File: src/rtl/cache_pkg.sv
// rtl/cache_pkg.sv - shared line geometry, state encoding and bus constants for the cache master
package cache_pkg;
    localparam int         LINE_WORDS_DEF = 16;
    localparam int         BYTE_OFF_W     = 2;
    localparam logic [3:0] BE_ALL         = 4'hF;

    typedef enum logic [2:0] {
        IDLE,
        FILL,
        WB_FETCH,
        WB_WRITE,
        DONE
    } state_t;

    function automatic int word_off_w(input int line_words);
        return $clog2(line_words);
    endfunction

    function automatic int line_addr_w(input int line_words);
        return 32 - $clog2(line_words) - BYTE_OFF_W;
    endfunction
endpackage

File: src/rtl/cache_rw_master_wbuf.sv
// rtl/cache_rw_master_wbuf.sv - one-entry writeback holding register behind the 1-cycle data RAM
module cache_rw_master_wbuf (
    input  logic        clk,
    input  logic        rest,
    input  logic        i_ram_rd,
    input  logic [31:0] i_ram_data,
    output logic [31:0] o_data
);
    logic        r_fresh;
    logic [31:0] r_hold;

    // RAM output is only trustworthy the cycle after a read; later cycles replay the captured copy
    always_ff @(posedge clk) begin
        if (rest) begin
            r_fresh <= 1'b0;
            r_hold  <= '0;
        end else begin
            r_fresh <= i_ram_rd;
            if (r_fresh) r_hold <= i_ram_data;
        end
    end

    assign o_data = r_fresh ? i_ram_data : r_hold;
endmodule

File: src/rtl/cache_rw_master.sv
// rtl/cache_rw_master.sv - line fill / writeback initiator on m0; CACHE_RW_MASTER_CWF_EN enables critical word first
module cache_rw_master
    import cache_pkg::*;
#(
    parameter int LINE_WORDS  = LINE_WORDS_DEF,
    parameter int MAX_PENDING = 4
) (
    input  logic                                 clk,
    input  logic                                 rest,
    input  logic                                 cmd_valid,
    output logic                                 cmd_ready,
    input  logic                                 cmd_write,
    input  logic [line_addr_w(LINE_WORDS)-1:0]   cmd_lineAddr,
    input  logic [word_off_w(LINE_WORDS)-1:0]    cmd_wordOffset,
    output logic                                 fill_valid,
    output logic [word_off_w(LINE_WORDS)-1:0]    fill_index,
    output logic [31:0]                          fill_data,
    output logic                                 wb_read,
    output logic [word_off_w(LINE_WORDS)-1:0]    wb_index,
    input  logic [31:0]                          wb_data,
    output logic                                 done,
    output logic [31:0]                          m0_address,
    output logic [3:0]                           m0_byteEnable,
    output logic                                 m0_read,
    output logic                                 m0_write,
    output logic [31:0]                          m0_writeData,
    input  logic [31:0]                          m0_readData,
    input  logic                                 m0_waitRequest,
    input  logic                                 m0_readDataValid
);
    localparam int            WW    = word_off_w(LINE_WORDS);
    localparam int            AW    = line_addr_w(LINE_WORDS);
    localparam int            CW    = WW + 1;
    localparam logic [CW-1:0] ONE_C = CW'(1);
    localparam logic [WW-1:0] ONE_W = WW'(1);
    localparam logic [CW-1:0] LAST  = CW'(LINE_WORDS - 1);
    localparam logic [CW-1:0] FULL  = CW'(LINE_WORDS);
    localparam logic [CW-1:0] MAXP  = CW'(MAX_PENDING);

    state_t        r_state;
    logic [AW-1:0] r_line;
    logic [WW-1:0] r_start;
    logic [CW-1:0] r_issued;
    logic [CW-1:0] r_returned;
    logic [CW-1:0] r_pending;

    logic          w_issue;
    logic          w_return;
    logic          w_wb_adv;
    logic          w_last_wr;
    logic [WW-1:0] w_cur_word;
    logic [WW-1:0] w_ret_word;
    logic [31:0]   w_buf_data;

    // r_issued doubles as the write counter during writeback
    assign w_cur_word = r_start + r_issued[WW-1:0];
    assign w_ret_word = r_start + r_returned[WW-1:0];

    assign m0_read   = (r_state == FILL) && (r_issued < FULL) && (r_pending < MAXP);
    assign w_issue   = m0_read && !m0_waitRequest;
    assign w_return  = (r_state == FILL) && m0_readDataValid;
    assign m0_write  = (r_state == WB_WRITE);
    assign w_wb_adv  = m0_write && !m0_waitRequest;
    assign w_last_wr = (r_issued == LAST);

    // Prefetch the next RAM word in the same cycle the current write is accepted
    assign wb_read  = (r_state == WB_FETCH) || (w_wb_adv && !w_last_wr);
    assign wb_index = (r_state == WB_WRITE) ? w_cur_word + ONE_W : w_cur_word;

    assign m0_address    = (m0_read || m0_write) ? {r_line, w_cur_word, 2'b00} : '0;
    assign m0_byteEnable = BE_ALL;
    assign m0_writeData  = m0_write ? w_buf_data : '0;

    assign fill_valid = w_return;
    assign fill_index = w_return ? w_ret_word : '0;
    assign fill_data  = w_return ? m0_readData : '0;
    assign cmd_ready  = (r_state == IDLE);
    assign done       = (r_state == DONE);

    cache_rw_master_wbuf u_wbuf (
        .clk        (clk),
        .rest       (rest),
        .i_ram_rd   (wb_read),
        .i_ram_data (wb_data),
        .o_data     (w_buf_data)
    );

    always_ff @(posedge clk) begin
        if (rest) begin
            r_state    <= IDLE;
            r_line     <= '0;
            r_start    <= '0;
            r_issued   <= '0;
            r_returned <= '0;
            r_pending  <= '0;
        end else begin
            case (r_state)
                IDLE: begin
                    if (cmd_valid) begin
                        r_line     <= cmd_lineAddr;
`ifdef CACHE_RW_MASTER_CWF_EN
                        r_start    <= cmd_wordOffset;
`else
                        // Without critical word first every line starts at word 0
                        r_start    <= cmd_wordOffset & '0;
`endif
                        r_issued   <= '0;
                        r_returned <= '0;
                        r_pending  <= '0;
                        r_state    <= cmd_write ? WB_FETCH : FILL;
                    end
                end
                FILL: begin
                    if (w_issue)  r_issued   <= r_issued + ONE_C;
                    if (w_return) r_returned <= r_returned + ONE_C;
                    if (w_issue && !w_return)      r_pending <= r_pending + ONE_C;
                    else if (!w_issue && w_return) r_pending <= r_pending - ONE_C;
                    if (w_return && (r_returned == LAST)) r_state <= DONE;
                end
                WB_FETCH: r_state <= WB_WRITE;
                WB_WRITE: begin
                    if (w_wb_adv) begin
                        if (w_last_wr) r_state  <= DONE;
                        else           r_issued <= r_issued + ONE_C;
                    end
                end
                DONE:    r_state <= IDLE;
                default: r_state <= IDLE;
            endcase
        end
    end
endmodule

File: config.mk
export PLATFORM = sky130hd
export DESIGN_NAME = cache_rw_master
export DESIGN_NICKNAME = d
export VERILOG_FILES = /design/src/rtl/cache_pkg.sv /design/src/rtl/cache_rw_master_wbuf.sv /design/src/rtl/cache_rw_master.sv
export SDC_FILE = /design/constraint.sdc
export NUM_CORES = 1
export LEC_CHECK = 0
export ABC_AREA = 1
export BUFFER_PORTS_ARGS = -buffer_cell sky130_fd_sc_hd__buf_4
export CORE_ASPECT_RATIO = 1.4
export CORE_MARGIN = 5
export CORE_UTILIZATION = 50
export CTS_BUF_LIST = sky130_fd_sc_hd__clkbuf_16
export DETAILED_ROUTE_END_ITERATION = 7
export PLACE_DENSITY = 0.84
export SYNTH_ARGS = -nofsm -noshare
export SYNTH_HDL_FRONTEND = slang
export SYNTH_HIERARCHICAL = 1
export SYNTH_SLANG_ARGS = --single-unit
export TNS_END_PERCENT = 50
File: constraint.sdc
create_clock -name clk -period 3.63 [get_ports clk]
set_input_delay 1.089 -clock clk [delete_from_list [all_inputs] [get_ports clk]]
set_output_delay 1.089 -clock clk [all_outputs]
set_load 0.01 [all_outputs]
Word-level counts from Yosys, hierarchy flattened
Index checks and enable logic that the tools add are counted.
Word-level totals
  register bits after elaboration: 77
  input bits: 100
  output and inout port bits: 114
  logic and storage cells: 73
Cells by class
  add/subtract/negate cells: 5
  order comparisons: 2
  eq/ne operators: 14
  multiplexer cells: 22
  reduce and logical (&&, ||, !) cells: 23
Operators with widths (number)
  $mux W32: 4
  $mux W5: 7
  $pmux W5 S2: 2
  $add A5 B1 Y5 const B: 3
  $pmux W5 S3: 1
  $mux W3: 4
  $pmux W3 S4: 1
  $eq A5 B4 Y1 const B: 2
  $logic_and A1 B1 Y1: 9
  $mux W4: 2
  $ne A2 B2 Y1 const B: 4
  $eq A3 B2 Y1 const B: 2
  $ne A2 B1 Y1 const B: 3
  $reduce_and A3 Y1: 2
  $lt A5 B3 Y1 const B: 1
  $lt A5 B5 Y1 const B: 1
  $reduce_and A5 Y1: 1
  $sub A5 B1 Y5 const B: 1
  $add A4 B1 Y4 const B: 1
  $logic_not A1 Y1: 4
  $reduce_and A4 Y1: 1
  $eq A3 B1 Y1 const B: 1
  $eq A3 B3 Y1 const B: 1
  $logic_not A3 Y1: 1
  6 further kinds: 7

Longest topological paths before layout
Gate-level depths: netlist (run 1).
  depth after elaboration: 9
  depth in mapped cells: 14

Modules after synthesis
The synthesis (run 1) kept the hierarchy.
By module, submodules not included
  cache_rw_master: instances 1, cells an instance 484, area each 2906.5 um^2, seq. area each 880.8 um^2
  cache_rw_master_wbuf: instances 1, cells an instance 271, area each 1825.5 um^2, seq. area each 660.6 um^2

Worst setup path before layout (run 1)
OpenSTA, ideal clock, no wires.
  kind: input port to output port
  from: in m0_readDataValid
  to: out fill_data[11]
  data arrival time: 1.862 ns
  slack: 0.679 ns
  cell stages on the path: 6
  path buffers: 2
  cells stage by stage: inv_1 -> nor2_4 -> inv_2 -> buf_2 -> buf_2 -> nor2_1
Between the ends
  cells in the longest elaborated chain, start to end: 2
RTL lines
  from (decl): line cache_rw_master.sv:29  | input logic m0_readDataValid
  $logic_and A1 B1 Y1: line cache_rw_master.sv:61  | assign w_return = (r_state == FILL) && m0_readDataValid;
  net fill_valid: line cache_rw_master.sv:15  | output logic fill_valid,
  $mux W32: line cache_rw_master.sv:76  | assign fill_data = w_return ? m0_readData : '0;
  to (decl): line cache_rw_master.sv:17  | output logic [31:0] fill_data,
The timed path passes the listed nets, and every way through them passes these cells.

Worst setup path after layout (run 1)
  from: in m0_readDataValid
  to: out fill_data[31]
Between the ends
  cells in the longest elaborated chain, start to end: 2
RTL lines (line)
  $logic_and A1 B1 Y1: cache_rw_master.sv:61
  $mux W32: cache_rw_master.sv:76
Every way passes these cells.

==> qor.csv, run 1 <==
metric,value,unit
status,"complete, no violations",
Clock Latency Late Sink,0.33,ns
relative slew slack,0.6300,
ys flop type,dfxtp_1,
WL/cell,11.19,µm
CP required,2.54,ns
vias in the first global route,4376,
Synthesis Warnings,6,
post-cts sizing count,0,
number of fill cells,819,
Clock Skews,0.005047,ns
worst-path fanout max,40,
Leakage,3.607,nW
clock buffer depth,2,
global-route wire length before repair,19.42,mm
Worst EP arrival,1.93,ns
CTS Buf Count,9,
DP HPWL,9.095,mm
asr flop ratio synth,0,
Inserted Diodes,0,
setup TNS,0,ns
crit end category,primary output,
DRC,0,
Max Fclk,0.3310,GHz
sequential share of the synthesized area,0.3258,
number of synthesized flops with an enable pin,0,
Overall Global Routing Usage,0.2049,
synthesized instance count,755,
Sink Count,77,
via count,4671,
fin nets,1053,
Max Slew Vio Count,0,
# rows,42,
ANT nets after route,0,
setup repair bufs after CTS,0,
Post-Route WL,11.85,mm
xor/xnor cell area share of the yosys netlist,0.007403,
"CTS clk-pin slew, worst paths",0.06,ns
multiplexer share of the synthesized area,0,
final setup vio count,0,
initial antenna violation count,0,
Simple-Gate Fraction of Synth Area,0.3247,
initial cell density of the core,0.5059,
maxcap violations,0,
top cell type's share of synthesized area,0.3258,
critical setup path kind,primary input to primary output,
Die Area,11540,µm²
GP Congestion,0.8300,
dominant combinational cell family by area after synthesis,simple AND/OR/NAND/NOR gates,
most frequent cell after synthesis,inv_1,
Port Buffers,203,
H-tree level count,3,
Pwr Density,630.3,nW/µm²
RSZ-0062 raised after global routing,no,
Layout area overhead,38.45,%
Iter 0 DRT Violations,124,
Die Wd,92.22,µm
die height,125.1,µm
synth top area cells,"dfxtp_1 33%, inv_1 17%, nor2_1 9.8%",
Detailed Routing Iterations Pass 1,4,
"flops & latches, synth",77,
Final Cycle Share,0.8322,
startpoint types,primary input,
Yosys top cell by area,dfxtp_1,
final hold viol count,0,
GR Overflow Total,0,
CTS tree,built,
Vias/cell,4.411,
average cell area after synthesis,6.268,µm²
I/O pin count,214,
Post-CTS Hold Fix Bufs,0,
VDD IR max,465.6,µV
Worst Tran Pin Value,0.5544,ns
post-synthesis compound-gate area fraction,0.09572,
largest net degree at the start of global routing,41,
Mapped Area,4732,µm²
Synth Area in Adders,0.02538,
final hold slack,0.4513,ns
top cells by instance count after synthesis,"210 x inv_1, 123 x nor2_1, 81 x nand2_1, 77 x dfxtp_1, 65 x nand2_2",
hold crit path type,register to register,
Root Buffer,clkbuf_16,
Netlist cell types,31,
fin crit period,3.021,ns
share of layout cells above drive strength 1,0.3562,
core area,9354,µm²
## area by class of cell
class | count | area (µm²) | area share
clock buffer | 9 | 225.2 | 0.03438
clock inverter | 7 | 67.56 | 0.01031
inverter | 216 | 813.3 | 0.1241
multi-input combinational | 429 | 2170 | 0.3312
sequential | 77 | 1541 | 0.2353
tap | 110 | 137.6 | 0.02101
timing repair buffer | 211 | 1597 | 0.2437
## routing by layer
layer,up-vias,global-route usage,part of all wire
met5,-,0,0
met4,0,0.06737,0.016
met3,14,0.07392,0.091
met2,145,0.3468,0.49
met1,1992,0.2394,0.40
li1,2520,-,-
## registers in the layout (all words and copies together) (netlist names)
name and count:
u_wbuf/r_hold 32, r_line 26, r_issued 5, r_pending 5
r_returned 5, r_state 3, u_wbuf/r_fresh 1
## worst max-delay path, cell delays in order
cell	delay [ns]
buf_4	0.10
inv_1	0.08
nor2_4	0.16
inv_2	0.06
buf_12	0.17
nor2_1	0.11
buf_4	0.14
## worst paths after layout
check	startpoint	to	slack, ns	cells past startpoint
worst max-delay path	m0_readDataValid	fill_data[31]	0.61	7
worst max register to register	r_state[1]	r_pending[4]	1.36	13
worst min-delay path	r_line[14]	r_line[14]	0.45	2
worst min register to register	r_line[14]	r_line[14]	0.45	2
## where the power goes
group          switching [mW]  internal [mW]  total (mW)
clock network           0.352          0.528       0.880
logic                    1.24          0.792        2.03
registers               0.127           1.09        1.22
## placed cells by master (no fill, tap or decap), drive strengths merged
master    instances
a21oi            42
nand3            12
bufinv            1
o22ai             1
clkinv            3
o32ai             1
clkbuf            9
nand3b            1
inv             217
conb              6
buf             211
clkinvlp          2
nor2            160
ha                8
fa                1
o211ai            3
nand2           146
o21ai            38
xor2              4
dfxtp            77
nor3              6
## stage by stage
stage / std cells / setup slack (ns) / power (mW) / util / area [µm²]
6_report: 1059 / 0.6091 / 4.129 / 0.7004 / 6551
5_1_grt: 1059 / 0.4813 / 4.499 / 0.7004 / 6551
4_1_cts: 1059 / 0.5963 / 4.179 / 0.7004 / 6551
3_5_place_dp: 1043 / 0.6021 / 3.278 / 0.6691 / 6259
3_3_place_gp: 1043 / 0.6587 / 3.212 / 0.6691 / 6259
2_1_floorplan: 759 / 0.6788 / 2.707 / - / 4747
## kinds of logic (layout without fill, tap and decap cells)
| kind of cell | Yosys count | in the layout |
|---|---|---|
| AOI/OAI and AO/OA | 85 | 85 |
| xor gates and xnor gates | 4 | 4 |
| adders and majority gates | 9 | 9 |
| buffers and inverters | 253 | 443 |
| DFF | 77 | 77 |
| other | 2 | 6 |
| and+or+nand+nor | 325 | 325 |
Note: power is estimated with default switching activity, not from simulation.
==> inputs of run 2 (changes only) <==
CORE_UTILIZATION = 43   (was 50)
PLACE_DENSITY = 0.77   (was 0.84)
clock period = 2.5 ns   (was 3.63 ns; I/O delays follow)
==> qor.csv, run 2 (synthesis results as in run 1) <==
metric,value,unit
status,"complete, no violations",
WHS Endpoint,r_line[20],
Pwr Density,900.3,nW/µm²
crit end category,primary output,
maxcap violations,0,
Max Slew Vio Count,0,
Iter 0 DRT Violations,118,
Worst Tran Pin Value,0.5793,ns
Worst path slowest cell,dfxtp_2,
Overall Global Routing Usage,0.1761,
Post-Route WL,11.90,mm
Sink Count,77,
die height,134.1,µm
Max Fclk,0.4148,GHz
Worst R2R Start,r_state[1],
Detailed Routing Iterations Pass 1,6,
Hold Path Stages,2,
ANT nets after route,0,
GR Overflow Total,0,
startpoint types,register,
Inserted Diodes,0,
r2r setup slk,0.38,ns
fin nets,1058,
RSZ-0062 raised after global routing,yes,
# rows,45,
global-route wire length before repair,19.58,mm
initial antenna violation count,0,
Largest Register,u_wbuf/r_hold,
"most common cell after layout, fill and taps aside",buf_4,
Worst EP arrival,1.66,ns
delay of the slowest critical-path stage,0.34,ns
Worst R2R Path Depth,13,
Port Buffers,203,
CTS tree,built,
DP HPWL,9.143,mm
"commonest non-fill, non-tap cells in the layout","212 x buf_4, 210 x inv_1, 122 x nor2_1, 81 x nand2_1, 75 x dfxtp_1",
fin crit period,2.411,ns
I/O pin count,214,
share of layout cells above drive strength 1,0.3648,
cell breakdown of the critical path,"ha_1, nand2_1, nor2_1, ha_2, o32ai_4, buf_6",
hold path start,r_line[20],
CP Buf/Inv Count,1,
largest net degree at the start of global routing,51,
Pwr Total,6.011,mW
final hold viol count,0,
critical setup path kind,register to primary output,
CP required,1.75,ns
Final Cycle Share,0.9642,
DRC,0,
clock buffer depth,2,
setup TNS,0,ns
Root Buffer,clkbuf_16,
Die Wd,98.66,µm
cell class contributing the biggest share of worst-path delay,adder cells,
Clock Skews,0.006212,ns
hold crit path type,register to register,
"CTS clk-pin slew, worst paths",0.06,ns
max reg flops,32,
relative slew slack,0.6138,
Post-CTS Hold Fix Bufs,0,
initial cell density of the core,0.4377,
CTS Buf Count,9,
GP Congestion,0.8183,
vias in the first global route,4346,
Largest regs,"u_wbuf/r_hold (32), r_line (26)",
FF-to-FF End,r_pending[4],
Layout area overhead,41.09,%
Clock Latency Late Sink,0.33,ns
VDD IR max,511.4,µV
via count,4660,
final setup vio count,0,
setup repair bufs after CTS,0,
WL/cell,10.87,µm
worst-path fanout max,5,
core area,10810,µm²
Vias/cell,4.256,
H-tree level count,3,
Leakage,3.647,nW
Die Area,13230,µm²
run 2: cell count changes in the layout (fill, tap and decap cells not counted), sizes merged:
cell	change
inv	+3
buf	+5
clkinv	-1
bufinv	-1
clkinvlp	-1
run 2: repair_timing:
item	CTS	global route
pin swaps	0	1
resized for setup	2	6
endpoints found under the setup margin	8	31
run 2: worst min-delay path, cell delays in order (launching register included):
cell,delay (ns)
dfxtp_1,0.30
inv_1,0.06
a21oi_1,0.05
run 2: worst max path at each step:
stage | start | to | slack [ns] | cells past startpoint
2_1_floorplan | m0_readDataValid | fill_data[11] | 0.23 | 6
3_3_place_gp | m0_readDataValid | fill_data[7] | 0.19 | 7
3_5_place_dp | m0_readDataValid | fill_data[7] | 0.18 | 7
4_1_cts | r_issued[0] | wb_read | 0.001 | 6
5_1_grt | r_issued[0] | wb_read | -0.01 | 6
6_report | r_issued[0] | wb_read | 0.09 | 6
run 2: report_power, final:
part / internal (mW) / switching (mW)
clock: 0.686 / 0.534
combinational: 1.21 / 1.83
sequential: 1.58 / 0.166
run 2: layout make-up:
cell class / count / area (µm²)
well taps: 141 / 176.4
multi-input cells: 429 / 2196
flip-flops and latches: 77 / 1544
inverters: 216 / 815.8
repair buffers: 216 / 1663
clock inverters: 7 / 56.30
clock buffers: 9 / 225.2
fillers: 1021 / 4134
run 2: through the flow:
step	instance area (µm²)	hold WS [ns]	worst slack [ns]	std cells	utilization
5_1_grt	6676	0.4650	-0.01378	1095	0.6176
2_1_floorplan	4747	0.4298	0.2268	759	-
3_5_place_dp	6360	0.4428	0.1841	1079	0.5883
4_1_cts	6650	0.4525	0.001053	1095	0.6152
6_report	6676	0.4517	0.08944	1095	0.6176
3_3_place_gp	6360	0.4373	0.1949	1079	0.5883
run 2: metal layers:
layer	GRT usage	wire length [µm]	up-vias
li1	-	-	2530
met4	0.04404	129	0
met3	0.06087	1040	12
met2	0.3006	5851	137
met1	0.2114	4880	1981
met5	0	0	-
==> inputs of run 3 (changes only) <==
MAX_ROUTING_LAYER = met4   (was default)
==> qor.csv, run 3 (synthesis results as in run 1) <==
metric,value,unit
final hold viol count,0,
VDD IR max,510.8,µV
final setup vio count,0,
largest net degree at the start of global routing,51,
global-route wire length before repair,19.60,mm
worst-path fanout max,5,
Post-Route WL,11.92,mm
Vias/cell,4.249,
initial cell density of the core,0.4377,
GP Congestion,0.8305,
Worst EP arrival,1.66,ns
Multi-input gate area,2196,µm²
final hold slack,0.4518,ns
DP HPWL,9.143,mm
CTS Buf Count,9,
initial antenna violation count,0,
Port Buffers,203,
hold path start,r_line[20],
Inserted Diodes,0,
# rows,45,
Reg area,1544,µm²
number of fill cells,1021,
Largest Register,u_wbuf/r_hold,
GR Overflow Total,0,
Clock Skews,0.006821,ns
status,"complete, no violations",
Clock Latency Late Sink,0.33,ns
hold crit path type,register to register,
max reg flops,32,
Die Area,13230,µm²
Leakage,3.647,nW
Layout area overhead,41.09,%
RSZ-0062 raised after global routing,yes,
Worst Tran Pin Value,0.5831,ns
share of layout cells above drive strength 1,0.3648,
fin nets,1058,
crit end category,primary output,
ANT nets after route,0,
startpoint types,register,
worst setup path startpoint,r_issued[0],
r2r setup slk,0.38,ns
CTS tree,built,
Root Buffer,clkbuf_16,
Detailed Routing Iterations Pass 1,6,
maxcap violations,0,
Worst R2R Start,r_state[1],
FF-to-FF End,r_pending[4],
"most common cell after layout, fill and taps aside",buf_4,
Pwr Total,6.014,mW
Pwr Density,900.8,nW/µm²
I/O pin count,214,
fin crit period,2.411,ns
CP required,1.75,ns
Largest regs,"u_wbuf/r_hold (32), r_line (26)",
Max Fclk,0.4147,GHz
Worst R2R Path Depth,13,
Die Wd,98.66,µm
Overall Global Routing Usage,0.1814,
via count,4653,
critical setup path kind,register to primary output,
Post-CTS Hold Fix Bufs,0,
DRC,0,
Iter 0 DRT Violations,135,
setup repair bufs after CTS,0,
core area,10810,µm²
H-tree level count,3,
relative slew slack,0.6113,
Sink Count,77,
clock buffer depth,2,
Final Cycle Share,0.9645,
"commonest non-fill, non-tap cells in the layout","212 x buf_4, 210 x inv_1, 122 x nor2_1, 81 x nand2_1, 75 x dfxtp_1",
CP Capture Point,wb_read,
die height,134.1,µm
WL/cell,10.88,µm
vias in the first global route,4344,
Max Slew Vio Count,0,
"CTS clk-pin slew, worst paths",0.06,ns
## run 3: what timing repair did
| item | in CTS | in global routing |
|---|---|---|
| pin swaps | 0 | 1 |
| endpoints found under the setup margin | 8 | 31 |
| gates cloned | 0 | 0 |
| resized for setup | 2 | 6 |
## run 3: where the power goes
| group | internal, mW | switching, mW |
|---|---|---|
| combinational | 1.21 | 1.83 |
| sequential | 1.58 | 0.167 |
| clock | 0.686 | 0.535 |
| total | 3.48 | 2.53 |
## run 3: per-layer routing
metal,vias up,part of all wire,global-route usage
met4,0,0.0087,0.04252
met5,-,0,-
li1,2530,-,-
met2,140,0.49,0.3021
met1,1973,0.42,0.2156
met3,10,0.078,0.05411
## run 3: how the worst min path moves through the flow
stage / endpoint / slack, ns / cells past startpoint
6_report: r_line[20] / 0.45 / 2
3_5_place_dp: r_line[20] / 0.44 / 2
4_1_cts: r_line[20] / 0.45 / 2
3_3_place_gp: r_line[5] / 0.44 / 2
5_1_grt: r_line[15] / 0.47 / 2
2_1_floorplan: r_line[0] / 0.43 / 2
## run 3: stage by stage
step | setup TNS, ns | worst slack (ns) | std cells | utilization | instance area (µm²)
6_report | 0 | 0.08869 | 1095 | 0.6176 | 6676
5_1_grt | -0.02806 | -0.01377 | 1095 | 0.6176 | 6676
4_1_cts | 0 | 0.001053 | 1095 | 0.6152 | 6650
3_5_place_dp | 0 | 0.1841 | 1079 | 0.5883 | 6360
3_3_place_gp | 0 | 0.1949 | 1079 | 0.5883 | 6360
2_1_floorplan | 0 | 0.2268 | 759 | - | 4747
## run 3: worst max-delay path, cell delays in order, from the launching register on
cell and delay (ns):
dfxtp_2 0.34, ha_1 0.22, nand2_1 0.07, nor2_1 0.05, ha_2 0.21, o32ai_4 0.30, buf_6 0.15
## run 3: area by class of cell
cell class,instances,area share
Inverter,216,0.1222
Multi-Input combinational cell,429,0.3289
Tap cell,141,0.02642
Clock inverter,7,0.008433
Sequential cell,77,0.2313
Clock buffer,9,0.03373
Timing Repair Buffer,216,0.2491
